## config.mk

```make
export PLATFORM = sky130hd
export DESIGN_NAME = universal_shift_reg_n
export DESIGN_NICKNAME = d
export VERILOG_FILES = /design/src/rtl/universal_shift_reg_n.sv
export SDC_FILE = /design/constraint.sdc
export NUM_CORES = 1
export LEC_CHECK = 0
export CAP_MARGIN = 20
export CORE_MARGIN = 1
export CORE_UTILIZATION = 39
export DETAILED_ROUTE_END_ITERATION = 7
export GPL_TIMING_DRIVEN = 0
export PLACE_DENSITY_LB_ADDON = 0.12
export SLEW_MARGIN = 20
export SYNTH_ARGS = -nofsm -noshare
export SYNTH_HDL_FRONTEND = slang
export SYNTH_SLANG_ARGS = --single-unit
export TNS_END_PERCENT = 30
```

## constraint.sdc

```tcl
create_clock -name clk -period 1.6 [get_ports clk]
set_input_delay 0.32 -clock clk [delete_from_list [all_inputs] [get_ports clk]]
set_output_delay 0.32 -clock clk [all_outputs]
set_load 0.1 [all_outputs]
```

## src/rtl/universal_shift_reg_n.sv

```systemverilog
// WIDTH-bit universal shift register: hold/load/shift/rotate/arith-shift, serial taps.
// Optional multi-cycle burst rotate with busy/done, enabled by UNIVERSAL_SHIFT_REG_BURST_EN.
package usr_pkg;
  typedef enum logic [1:0] {OP_HOLD, OP_SHR, OP_SHL, OP_LOAD} cell_op_e;

  typedef struct packed {
    cell_op_e op;
    logic     hi_fill;
    logic     lo_fill;
  } slice_ctl_t;
endpackage

// One register bit: picks its next value from itself, a neighbour or the load bus.
module usr_cell
  import usr_pkg::*;
(
  input  logic     clk,
  input  logic     rst,
  input  cell_op_e op,
  input  logic     ld,
  input  logic     hi,
  input  logic     lo,
  output logic     q
);
  always_ff @(posedge clk) begin
    if (rst) q <= 1'b0;
    else begin
      case (op)
        OP_SHR:  q <= hi;
        OP_SHL:  q <= lo;
        OP_LOAD: q <= ld;
        default: q <= q;
      endcase
    end
  end
endmodule

module universal_shift_reg_n
  import usr_pkg::*;
#(
  parameter int WIDTH = 8,
  parameter int AMT_W = 3
) (
  input  logic             clk,
  input  logic             rst,
  input  logic             en,
  input  logic [2:0]       sel,
  input  logic [WIDTH-1:0] data,
  input  logic             sin_r,
  input  logic             sin_l,
  input  logic [AMT_W-1:0] amt,
  input  logic             dir,
  output logic [WIDTH-1:0] salida,
  output logic             sout_r,
  output logic             sout_l,
  output logic             busy,
  output logic             done
);
  slice_ctl_t       ctl;
  logic             idle;
  logic [WIDTH-1:0] hi_vec, lo_vec;

  assign sout_r = salida[0];
  assign sout_l = salida[WIDTH-1];

  // Every right-moving op is a shift with a chosen MSB fill; likewise left with LSB fill.
  assign hi_vec = {ctl.hi_fill, salida[WIDTH-1:1]};
  assign lo_vec = {salida[WIDTH-2:0], ctl.lo_fill};

`ifdef UNIVERSAL_SHIFT_REG_BURST_EN
  typedef enum logic [1:0] {S_IDLE, S_BURST, S_DONE} state_e;

  state_e           state, state_nx;
  logic [AMT_W-1:0] cnt;
  logic             dir_q;
  logic             busy_nx, done_nx;
  logic             start;

  assign idle  = (state == S_IDLE);
  assign start = idle && en && (sel == 3'b111);

  always_ff @(posedge clk) begin
    if (rst) state <= S_IDLE;
    else     state <= state_nx;
  end

  always_comb begin
    state_nx = state;
    case (state)
      S_IDLE:  if (start) state_nx = (amt == '0) ? S_DONE : S_BURST;
      S_BURST: if (cnt == AMT_W'(1)) state_nx = S_DONE;
      S_DONE:  state_nx = S_IDLE;
      default: state_nx = S_IDLE;
    endcase
  end

  // busy/done come from the next state so they line up with the registered state.
  always_comb begin
    busy_nx = (state_nx != S_IDLE);
    done_nx = (state_nx == S_DONE);
  end

  always_ff @(posedge clk) begin
    if (rst) begin
      busy  <= 1'b0;
      done  <= 1'b0;
      cnt   <= '0;
      dir_q <= 1'b0;
    end else begin
      busy <= busy_nx;
      done <= done_nx;
      if (start) begin
        cnt   <= amt;
        dir_q <= dir;
      end else if (state == S_BURST) begin
        cnt <= cnt - 1'b1;
      end
    end
  end
`else
  logic unused_burst;

  assign idle         = 1'b1;
  assign busy         = 1'b0;
  assign done         = 1'b0;
  assign unused_burst = ^{amt, dir};
`endif

  always_comb begin
    ctl = '{OP_HOLD, 1'b0, 1'b0};
    if (idle && en) begin
      case (sel)
        3'b001:  ctl = '{OP_SHR, sin_r, 1'b0};
        3'b010:  ctl = '{OP_SHL, 1'b0, sin_l};
        3'b011:  ctl = '{OP_LOAD, 1'b0, 1'b0};
        3'b100:  ctl = '{OP_SHR, salida[0], 1'b0};
        3'b101:  ctl = '{OP_SHL, 1'b0, salida[WIDTH-1]};
        3'b110:  ctl = '{OP_SHR, salida[WIDTH-1], 1'b0};
        default: ctl = '{OP_HOLD, 1'b0, 1'b0};
      endcase
    end
`ifdef UNIVERSAL_SHIFT_REG_BURST_EN
    if (state == S_BURST)
      ctl = dir_q ? '{OP_SHL, 1'b0, salida[WIDTH-1]} : '{OP_SHR, salida[0], 1'b0};
`endif
  end

  for (genvar g = 0; g < WIDTH; g++) begin : g_bit
    usr_cell u_cell (
      .clk (clk),
      .rst (rst),
      .op  (ctl.op),
      .ld  (data[g]),
      .hi  (hi_vec[g]),
      .lo  (lo_vec[g]),
      .q   (salida[g])
    );
  end
endmodule

```

==> results of run 1 <==
==> repair_timing <==
item	4_1_cts	5_1_grt
pin swaps	5	2
resized for setup	41	14
setup buffers	0	1
setup endpoints to repair	18	11
gates cloned	0	0
==> synth_stat cells (all sizes together) <==
cell,n
a2111oi,6
a211oi,1
a21boi,1
a21oi,1
a31oi,1
a32o,1
and3,2
and3b,1
buf,14
clkbuf,1
conb,1
dfxtp,8
mux2,1
nand2,3
nand3,1
nor2,13
nor2b,6
nor3b,1
o21ai,4
o21bai,1
o221a,1
o22ai,6
o311a,1
or3,1
xor2,1
==> logic make-up (layout without fill, tap and decap cells) <==
logic type,after synthesis,after routing,synth area share
mux,1,1,0.0177
other cells,1,2,0.00589
flops,8,8,0.251
simple gates,28,28,0.220
compound gates,24,24,0.312
buf+inv,15,42,0.179
xor+xnor,1,1,0.0138
==> layout make-up <==
| cell class | instances | share of cell area |
|---|---|---|
| tap | 16 | 0.0214 |
| multi-input combinational | 56 | 0.422 |
| timing repair buffer | 24 | 0.234 |
| buffer | 15 | 0.126 |
| sequential | 8 | 0.173 |
| clock buffer | 3 | 0.0241 |
==> per-stage QoR <==
| step | utilization | cell area [um2] | TNS (ns) | hold slack (ns) |
|---|---|---|---|---|
| after global routing | 0.613 | 935 | -0.00784 | 0.468 |
| final | 0.613 | 935 | 0 | 0.454 |
| after detailed placement | 0.585 | 892 | -5.80 | 0.534 |
| after CTS | 0.595 | 907 | -0.292 | 0.455 |
| after global placement | 0.585 | 892 | -5.70 | 0.519 |
| after floorplan | - | 642 | -0.196 | 0.389 |
==> worst register-to-register path, stage by stage (launching register included) <==
cell and delay (ns):
dfxtp_2 0.35, a32o_1 0.21, mux2_2 0.26, o221a_1 0.20
==> where the power goes <==
part           leakage, nW  internal, mW  switching (mW)
Combinational        0.328         0.133           0.262
Clock               0.0138        0.0860          0.0704
Sequential          0.0666         0.218          0.0206
==> worst paths after layout <==
| path | from | slack, ns | endpoint |
|---|---|---|---|
| max reg2reg | g_bit[7].u_cell.q | 0.47 | g_bit[0].u_cell.q |
| min reg2reg | g_bit[3].u_cell.q | 0.55 | g_bit[2].u_cell.q |
| max | g_bit[0].u_cell.q | 0.06 | sout_r |
| min | sel[1] | 0.45 | g_bit[7].u_cell.q |
==> metal layers <==
| metal | vias to the layer above | global-route usage | part of all wire |
|---|---|---|---|
| met1 | 296 | 0.225 | 0.48 |
| met2 | 21 | 0.295 | 0.46 |
| met5 | - | 0 | 0 |
| met4 | 0 | 0.0563 | 0.013 |
| met3 | 4 | 0.0647 | 0.051 |
| li1 | 332 | - | - |
==> impl_metrics.toml, run 1 <==
[job]
maxCapViolations = 0

[timing]
max_freq_mhz = 648
finalHoldViolations = 0
drv_slew = 0
worst_pin_slew_ns = 0.542
skew_ns = 0.000163
finalSetupViolCount = 0
slew-limit-headroom = 0.640
fin_crit_sh = 0.964
fin_ws_ns = 0.0576
min_period_ns = 1.54

[grt]
grt_usage = 0.182
grt_pass1_vias = 569
grt_first_pass_wirelength_um = 2460
grt_max_degree = 11
overflow = 0
antenna_found_initial = 0

[clock_network]
cts_sinks = 8
hold_buffers = 0
cts_buffer_depth = 2
cts_made_buffers = 3
htreeDepth = 1
clk_latency_ns = 0.25
clkTransAtPathRegs_ns = 0.05
cts_tree = "done"
cts-root-buf = "clkbuf_4"

[place]
dp.cells = 118
dpl.hpwl_um = 1140
gp_congestion = 0.819
io_buffers = 23
place_ws_ns = -0.487

[critical_path]
path_cells = "clkdlybuf4s18_2"
path_delay_family = "buffers and inverters"
arrival_ns = 1.22
required_ns = 1.28
slowest_stage = "clkdlybuf4s18_2"
reg2reg_depth = 3
worst-path-stages = 1
cpPeakStageDelay_ns = 0.57
end_kind = "primary output"
crit_fanout = 5
path_buf_inv = 1
critical_path.startpoint_type = "flip-flop"
crit_type = "reg -> out"

[routing]
viasPerCell = 5.35
routed_wl_um = 1580
drc_errors = 0
num_vias = 653
ant_nets = 0
drtPass1Iterations = 4
wl_per_cell_um = 12.9
drtIter0Drc = 10

[hold_path]
hold_path_class = "in -> reg"
hold_path_depth = 3

[logic_synthesis]
syn_inst = 78
avgSynthCellArea_um2 = 8.16
synth.area.top_cells = "dfxtp_1 25%, buf_4 13%, a2111oi_1 7.9%"
synth_top_area_frac = 0.251
synth_seq_cells = 8
synth_area_leader_cell = "dfxtp_1"
ys_types = 30
yosys_warnings = 0
syn_area_um2 = 637
yosysSeqAreaShare = 0.251

[floorplanning]
core_area_um2 = 1520
initial_core_util = 0.418
die_x_um = 42.4
row_count = 14
die_h_um = 42.4
die-area_um2 = 1800
io_pins = 32

[cells_and_area]
fin_nets = 128
area_growth_syn_to_layout_pct = 46.8
final_cell_mix = "20 x buf_4, 13 x nor2_1, 12 x clkdlybuf4s50_1"
n_fill_cell = 161
antenna_cells = 0
final-seq-area_um2 = 161
reg_top3 = "g_bit.u_cell.q: 8 flops"
largest-register = "g_bit.u_cell.q"
instances_no_fill = 122
largest_reg_flops = 8
multiInputGateArea_um2 = 394
final_common_cell = "buf_4"
layout-drive-gt1-share = 0.377

[pwr]
finalPower_mw = 0.790
p_leak_nw = 0.409
powerDensity_nw_per_um2 = 845
vdd_drop_max_v = 0.000485

[status]
status = "finished, final reports clean"
Note: power is estimated with default switching activity, not from simulation.
==> inputs of run 2 (changes only) <==
--- a/config.mk
+++ b/config.mk
@@ -7,7 +7,8 @@
 export LEC_CHECK = 0
 export CAP_MARGIN = 20
 export CORE_MARGIN = 1
-export CORE_UTILIZATION = 39
+export CORE_UTILIZATION = 40
+export CTS_BUF_LIST = sky130_fd_sc_hd__clkbuf_2 sky130_fd_sc_hd__clkbuf_4 sky130_fd_sc_hd__clkbuf_8
 export DETAILED_ROUTE_END_ITERATION = 7
 export GPL_TIMING_DRIVEN = 0
 export PLACE_DENSITY_LB_ADDON = 0.12
==> constraint.sdc (replaced) <==
create_clock -name clk -period 1.6 [get_ports clk]
set_input_delay 0.24 -clock clk [delete_from_list [all_inputs] [get_ports clk]]
set_output_delay 0.24 -clock clk [all_outputs]
set_load 0.1 [all_outputs]
==> run 2 against run 1 <==
  * Die area fell by 2.4%
  * Clock power about the same
  * Global-route usage grew 0.092 points
  * Maximum frequency fell by 0.24%
  * Design area is 1.2% higher
  * Via count is the same
==> impl_metrics.toml, run 2 (same netlist as run 1, synthesis figures left out) <==
[routing]
drc_errors = 0
routed_wl_um = 1540
viasPerCell = 5.40
drtIter0Drc = 18
num_vias = 653
drtPass1Iterations = 5
ant_nets = 0
wl_per_cell_um = 12.7

[clock_network]
hold_buffers = 0
cts_buffer_depth = 2
cts-root-buf = "clkbuf_4"
post_cts_buffers = 0
clkTransAtPathRegs_ns = 0.06
cts_tree = "done"
htreeDepth = 1
cts_sinks = 8
cts_made_buffers = 3
clk_latency_ns = 0.25

[grt]
grt.met3_usage = 0.0652
antenna_found_initial = 0
grt_pass1_vias = 554
grt_usage = 0.183
grt_max_degree = 11
busiest_layer = "met2"
met1_usage = 0.247
grt_use_met2 = 0.263
overflow = 0
grt_first_pass_wirelength_um = 2420

[cells_and_area]
layout-drive-gt1-share = 0.371
antenna_cells = 0
area_growth_syn_to_layout_pct = 48.5
largest-register = "g_bit.u_cell.q"
reg_top3 = "g_bit.u_cell.q: 8 flops"
n_fill_cell = 125
final_cell_mix = "15 x buf_4, 13 x nor2_1, 12 x clkdlybuf4s50_1"
fin_nets = 127
largest_reg_flops = 8
multiInputGateArea_um2 = 394
final_core_util = 0.635
final-seq-area_um2 = 161
final_common_cell = "buf_4"

[critical_path]
end_kind = "primary output"
path_buf_inv = 2
required_ns = 1.36
path_delay_family = "buffers and inverters"
crit_fanout = 4
critical_path.startpoint_type = "flip-flop"
path_cells = "buf_4, clkdlybuf4s15_2"
slowest_stage = "clkdlybuf4s15_2"
arrival_ns = 1.31
cpPeakStageDelay_ns = 0.54
crit_type = "reg -> out"

[floorplanning]
die_h_um = 41.9
initial_core_util = 0.428
core_area_um2 = 1490
die-area_um2 = 1760
row_count = 14
die_x_um = 41.9
io_pins = 32

[job]
maxCapViolations = 0

[timing]
fin_crit_sh = 0.966
skew_ns = 0.00797
slew-limit-headroom = 0.639
max_freq_mhz = 647
fin_ws_ns = 0.0539
drv_slew = 0
finalSetupViolCount = 0
worst_pin_slew_ns = 0.545
finalHoldViolations = 0
min_period_ns = 1.55

[place]
gp_congestion = 0.819
io_buffers = 23
place_ws_ns = -0.334
dpl.hpwl_um = 1070

[pwr]
p_leak_nw = 0.399
powerDensity_nw_per_um2 = 832
finalPower_mw = 0.787
vdd_drop_max_v = 0.000484

[hold_path]
hold_path_class = "in -> reg"

[status]
status = "finished, final reports clean"
[run 2: worst paths after layout]
| path | from | to | slack, ns | cells past startpoint |
|---|---|---|---|---|
| worst max-delay path | g_bit[5].u_cell.q | salida[5] | 0.05 | 2 |
| worst min-delay path | sel[1] | g_bit[7].u_cell.q | 0.38 | 3 |
| worst max register to register | g_bit[7].u_cell.q | g_bit[0].u_cell.q | 0.44 | 3 |
| worst min register to register | g_bit[4].u_cell.q | g_bit[3].u_cell.q | 0.54 | 2 |
[run 2: timing repair]
action,4_1_cts,5_1_grt
endpoints found under the hold margin,0,0
pin swaps,1,5
resized for setup,29,10
setup endpoints to repair,17,9
[run 2: worst reg2reg max path: cells and delay by family (launching register included)]
family	cells	cell delay, ns
muxes	1	0.27
DFF	1	0.35
AOI/OAI and AO/OA	2	0.43
[run 2: layout make-up]
class	count	share of cell area
multi-input combinational	56	0.417
timing repair buffer	23	0.243
sequential	8	0.171
buffer	15	0.124
clock buffer	3	0.0238
tap	16	0.0212
[run 2: metrics by stage]
stage | setup TNS (ns) | std cells | hold slack (ns) | area [um2]
after floorplan | -0.0485 | 79 | 0.309 | 642
after global placement | -4.26 | 118 | 0.520 | 892
after detailed placement | -4.56 | 118 | 0.534 | 892
after CTS | -0.00225 | 121 | 0.375 | 921
after global routing | -0.00508 | 121 | 0.385 | 946
final | 0 | 121 | 0.378 | 946
[run 2: metal layers]
| metal | share of wire | vias up |
|---|---|---|
| li1 | - | 330 |
| met1 | 0.47 | 299 |
| met2 | 0.47 | 22 |
| met3 | 0.057 | 2 |
| met4 | 0.0084 | 0 |
| met5 | 0 | - |
[run 2: report_power, final]
group / switching (mW) / internal, mW / total [mW]
logic: 0.261 / 0.133 / 0.394
registers: 0.0194 / 0.218 / 0.237
clock network: 0.0694 / 0.0859 / 0.155
